<file path="config.mk">
export PLATFORM = sky130hd
export DESIGN_NAME = exu_muldiv
export DESIGN_NICKNAME = d
export VERILOG_FILES = /design/src/rtl/exu_muldiv.sv
export SDC_FILE = /design/constraint.sdc
export NUM_CORES = 2
export LEC_CHECK = 0
export CORE_MARGIN = 1.5
export CORE_UTILIZATION = 30
export CTS_BUF_LIST = sky130_fd_sc_hd__clkbuf_4 sky130_fd_sc_hd__clkbuf_8
export DETAILED_ROUTE_END_ITERATION = 12
export PLACE_DENSITY_LB_ADDON = 0.2
export SLEW_MARGIN = 20
export SYNTH_ARGS = -nofsm -noshare
export SYNTH_HDL_FRONTEND = slang
export SYNTH_SLANG_ARGS = --single-unit
export TNS_END_PERCENT = 50
</file>
<file path="constraint.sdc">
create_clock -name clk -period 16.8 [get_ports clk]
set_clock_uncertainty 0.05 [all_clocks]
set_input_delay 1.68 -clock clk [delete_from_list [all_inputs] [get_ports clk]]
set_output_delay 1.68 -clock clk [all_outputs]
set_load 0.1 [all_outputs]
</file>
<file path="src/rtl/exu_muldiv.sv">
// RV32M multiply/divide unit: MUL_LAT-cycle multiply, XLEN+1-cycle restoring divide, 1-cycle divide special cases.
// One op in flight; the result is held in DONE until out_ready, and flush returns the unit to IDLE from any state.
module exu_muldiv #(
  parameter int XLEN    = 32,
  parameter int MUL_LAT = 2
) (
  input  logic            clk,
  input  logic            rst_n,
  input  logic            in_valid,
  output logic            in_ready,
  input  logic [2:0]      funct3,
  input  logic [XLEN-1:0] op_a,
  input  logic [XLEN-1:0] op_b,
  input  logic [4:0]      rd,
  input  logic            flush,
  output logic            out_valid,
  input  logic            out_ready,
  output logic [XLEN-1:0] result,
  output logic [4:0]      rd_o,
  output logic            busy
);

  localparam logic [1:0] S_IDLE = 2'd0;
  localparam logic [1:0] S_MUL  = 2'd1;
  localparam logic [1:0] S_DIV  = 2'd2;
  localparam logic [1:0] S_DONE = 2'd3;

  localparam int DCW = $clog2(XLEN) + 1;
  localparam int MCW = $clog2(MUL_LAT) + 1;
  localparam int CW  = (DCW > MCW) ? DCW : MCW;
  localparam logic [XLEN-1:0] MIN_NEG = {1'b1, {(XLEN-1){1'b0}}};

  logic [1:0]      state_q, state_d;
  logic [CW-1:0]   cnt_q, cnt_d;
  logic [1:0]      fn_q, fn_d;
  logic [XLEN-1:0] a_q, a_d;
  logic [XLEN-1:0] b_q, b_d;
  logic [XLEN-1:0] rem_q, rem_d;
  logic            negq_q, negq_d;
  logic            negr_q, negr_d;
  logic [4:0]      rd_q, rd_d;
  logic [XLEN-1:0] result_q, result_d;
  logic            out_valid_q, out_valid_d;

  logic              sgn_in, b_zero, ovf;
  logic              sa, sb;
  logic [2*XLEN-1:0] a_ext, b_ext, prod;
  logic [XLEN:0]     shifted, trial;

  function automatic logic [XLEN-1:0] mag(input logic [XLEN-1:0] x, input logic s);
    return (s && x[XLEN-1]) ? -x : x;
  endfunction

  assign in_ready  = (state_q == S_IDLE);
  assign busy      = (state_q != S_IDLE);
  assign out_valid = out_valid_q;
  assign result    = result_q;
  assign rd_o      = rd_q;

  assign sgn_in = ~funct3[0];
  assign b_zero = (op_b == '0);
  assign ovf    = sgn_in && (op_a == MIN_NEG) && (op_b == '1);

  // Sign-extend to 2*XLEN; modular product of the extended operands is the exact signed/unsigned product.
  assign sa    = (fn_q != 2'b11);
  assign sb    = ~fn_q[1];
  assign a_ext = {{XLEN{sa & a_q[XLEN-1]}}, a_q};
  assign b_ext = {{XLEN{sb & b_q[XLEN-1]}}, b_q};
  assign prod  = a_ext * b_ext;

  // Restoring step: a_q doubles as the dividend/quotient shift register.
  assign shifted = {rem_q, a_q[XLEN-1]};
  assign trial   = shifted - {1'b0, b_q};

  always_comb begin
    state_d     = state_q;
    cnt_d       = cnt_q;
    fn_d        = fn_q;
    a_d         = a_q;
    b_d         = b_q;
    rem_d       = rem_q;
    negq_d      = negq_q;
    negr_d      = negr_q;
    rd_d        = rd_q;
    result_d    = result_q;
    out_valid_d = out_valid_q;
    if (flush) begin
      state_d     = S_IDLE;
      out_valid_d = 1'b0;
      cnt_d       = '0;
    end else begin
      case (state_q)
        S_IDLE: begin
          if (in_valid) begin
            fn_d  = funct3[1:0];
            rd_d  = rd;
            cnt_d = '0;
            if (!funct3[2]) begin
              a_d     = op_a;
              b_d     = op_b;
              state_d = S_MUL;
            end else begin
              a_d     = mag(op_a, sgn_in);
              b_d     = mag(op_b, sgn_in);
              rem_d   = '0;
              negq_d  = sgn_in & (op_a[XLEN-1] ^ op_b[XLEN-1]);
              negr_d  = sgn_in & op_a[XLEN-1];
              state_d = S_DIV;
              // Special cases preload final values and jump straight to the sign/finish step.
              if (b_zero || ovf) begin
                a_d    = b_zero ? '1 : op_a;
                rem_d  = b_zero ? op_a : '0;
                negq_d = 1'b0;
                negr_d = 1'b0;
                cnt_d  = CW'(XLEN);
              end
            end
          end
        end
        S_MUL: begin
          if (cnt_q == CW'(MUL_LAT - 1)) begin
            result_d    = (fn_q == 2'b00) ? prod[XLEN-1:0] : prod[2*XLEN-1:XLEN];
            out_valid_d = 1'b1;
            state_d     = S_DONE;
          end else begin
            cnt_d = cnt_q + CW'(1);
          end
        end
        S_DIV: begin
          if (cnt_q == CW'(XLEN)) begin
            if (fn_q[1]) result_d = negr_q ? -rem_q : rem_q;
            else         result_d = negq_q ? -a_q : a_q;
            out_valid_d = 1'b1;
            state_d     = S_DONE;
          end else begin
            if (!trial[XLEN]) begin
              rem_d = trial[XLEN-1:0];
              a_d   = {a_q[XLEN-2:0], 1'b1};
            end else begin
              rem_d = shifted[XLEN-1:0];
              a_d   = {a_q[XLEN-2:0], 1'b0};
            end
            cnt_d = cnt_q + CW'(1);
          end
        end
        S_DONE: begin
          if (out_ready) begin
            out_valid_d = 1'b0;
            state_d     = S_IDLE;
          end
        end
        default: state_d = S_IDLE;
      endcase
    end
  end

  always_ff @(posedge clk or negedge rst_n) begin
    if (!rst_n) begin
      state_q     <= S_IDLE;
      cnt_q       <= '0;
      fn_q        <= '0;
      a_q         <= '0;
      b_q         <= '0;
      rem_q       <= '0;
      negq_q      <= 1'b0;
      negr_q      <= 1'b0;
      rd_q        <= '0;
      result_q    <= '0;
      out_valid_q <= 1'b0;
    end else begin
      state_q     <= state_d;
      cnt_q       <= cnt_d;
      fn_q        <= fn_d;
      a_q         <= a_d;
      b_q         <= b_d;
      rem_q       <= rem_d;
      negq_q      <= negq_d;
      negr_q      <= negr_d;
      rd_q        <= rd_d;
      result_q    <= result_d;
      out_valid_q <= out_valid_d;
    end
  end

endmodule

</file>
==> impl_metrics.json <==
{
  "ys_ff_latch": 146,
  "cpMostUsedCell": "fa_1",
  "yosysTopAreaCell": "fa_1",
  "path_depth": 28,
  "cp.required_ps": 17240,
  "antenna_found_initial": 20,
  "die_w_um": 416,
  "rsz0062_at_grt": "no",
  "drive_above_1_share_pct": 4.21,
  "crit_path_start": "fn_q[1]",
  "portBuffers": 116,
  "min_period_ps": 9850,
  "finalWirelength_um": 200000,
  "cts_sinks": 146,
  "initial_core_util_pct": 30.2,
  "die_y_um": 416,
  "clk_path_buf_depth": 2,
  "core_um2": 169000,
  "finalSetupTns_ps": 0,
  "slew_headroom_pct": 19.7,
  "synthCells": 5925,
  "regArea_um2": 3670,
  "drv_cap": 0,
  "dr.pass1.iters": 6,
  "period_share_pct": 58.6,
  "ys_top_cells_by_count": "1159 x inv_1, 1126 x fa_1, 969 x nand2_1",
  "start_kind": "flop",
  "place_congestion": 0.953,
  "crit_arrival_ps": 10300,
  "reg2reg_from": "fn_q[1]",
  "tritoncts": "yes",
  "yosys.cell_count.top_type": "inv_1",
  "grt_pass1_vias": 44091,
  "crit_path_max_incr_delay_ps": 810,
  "cts_root_buf": "clkbuf_8",
  "fillers": 18040,
  "num_vias": 41662,
  "nNetsFinal": 7263,
  "via_per_inst": 5.18,
  "reg2reg_slack_ps": 6950,
  "synth_area_leaders": "fa_1 44%, inv_1 8.5%, dfrtp_1 7.2%",
  "ys_seq_area_share_pct": 7.15,
  "fmax_mhz": 102,
  "synthDistinctLibCells": 96,
  "post_cts_buffers": 0,
  "boundaryPins": 117,
  "area_delta_synth_final_pct": 7.59,
  "r2r-end": "result[27]",
  "row_count": 151,
  "synth_fp_nets": 7385,
  "grt_max_degree": 70,
  "cts_buffers": 17,
  "status": "finished, final reports clean",
  "hold_viol_final": 0,
  "reg2reg_depth": 28,
  "synthArstFlopShare_pct": 100,
  "dp_slack_ps": 6980,
  "end_kind": "flop",
  "synth_area_um2": 51100,
  "synth_top_area_share_pct": 44.1,
  "synth_warnings": 0,
  "hpwl_um": 160000,
  "cts_resized": 0,
  "die_area_um2": 173000,
  "synth-edff-count": 0,
  "ant_nets": 0,
  "drc": 0,
  "clkLatencyLatePin_ps": 630,
  "cpMaxStageDelayCell": "fa_1",
  "wire_per_inst_um": 24.8,
  "drt_iter0_drc": 3373,
  "hp-class": "flop to flop",
  "worst_slack_ps": 6950,
  "synth.avg_cell_area_um2": 8.62,
  "gr-total-overflow": 0,
  "htree_num_levels": 4,
  "clk_pin_slew_worst_paths_ps": 120,
  "setup_viol_count_final": 0,
  "maxSlewViolCount": 0,
  "cp_max_fo": 67,
  "crit_path_end": "result[27]",
  "grt_pass1_wl_um": 298000,
  "postCtsHoldBufs": 0,
  "cp_top_family": "adder cells",
  "multi_input_area_um2": 41700,
  "synth_ff_type": "dfrtp_1",
  "critPathKind": "flop to flop",
  "crit_buf_inv": 9,
  "worst_pin_slew_ps": 1190,
  "track_usage_pct": 23.4
}
-- layout by cell type, fill, tap and decap left out, types with 38 or more instances in the layout --
cell type           n
a21o_1             38
a21oi_1           195
and2_1            330
buf_4             119
clkdlybuf4s50_1   115
dfrtp_1           132
fa_1             1126
ha_1              256
inv_1            1158
nand2_1           968
nand3_1            54
nor2_1            202
nor3_1             51
o21ai_0           176
o22ai_1            44
o31ai_1            42
xnor2_1           130
xor2_1             66
-- through the flow --
step           util, %  cells  hold WS (ps)  instance area (µm²)
2_1_floorplan        -   5925           438                51100
3_3_place_gp      32.2   8002           411                54500
3_5_place_dp      32.2   8002           413                54500
4_1_cts           32.5   8034           449                55000
5_1_grt           32.5   8039           460                55000
6_report          32.5   8043           446                55000
-- how the worst min path moves through the flow --
stage               startpoint       end  slack [ps]  cells past startpoint
finish                 rd_o[0]   rd_o[0]         450                      2
global route           rd_o[4]   rd_o[4]         460                      2
CTS                     negq_q    negq_q         450                      2
detailed placement     rd_o[4]   rd_o[4]         410                      2
global placement       rd_o[3]   rd_o[3]         410                      2
floorplan             cnt_q[2]  cnt_q[2]         440                      1
-- kinds of logic after synthesis --
| group | after synthesis | share of synthesized area (%) |
|---|---|---|
| muxes | 9 | 0.176 |
| xor gates and xnor gates | 196 | 3.36 |
| adders and majority gates | 1383 | 50.4 |
| DFF | 146 | 7.15 |
| AOI/OAI and AO/OA | 822 | 10.7 |
| buffers and inverters | 1536 | 11.4 |
| and+or+nand+nor | 1833 | 16.8 |
-- metal layers --
layer	track usage (%)	wire, µm
met4	10.1	9630
met1	30.2	82100
met3	3.32	11600
met5	0	42
met2	39.1	96300
-- cell type report --
type | count | area share [%]
Tap cell | 2218 | 5.05
Multi-Input combinational cell | 4243 | 75.8
Clock inverter | 15 | 0.362
Sequential cell | 146 | 6.68
Antenna cell | 9 | 0.0410
Inverter | 1160 | 7.92
Clock buffer | 17 | 0.426
Timing Repair Buffer | 235 | 3.74
-- flip-flops by register name (all words and copies together), names as in the netlist, 2 cells and up --
name	flops
b_q	32
cnt_q	6
result	32
rd_o	5
a_q	32
rem_q	32
fn_q	2
state_q	2
-- worst reg2reg max path, delay by kind of cell (launching register included) --
family,cells,cell delay [ps]
AND/OR/NAND/NOR,2,320
flip-flops,1,360
buffers and inverters,9,2050
adder cells (fa/ha/maj),9,4860
multiplexers,1,140
AO/OA/AOI/OAI,7,1940
Power is not shown: default switching activity piles up to over one toggle a cycle in this logic, so the estimate is an artifact.
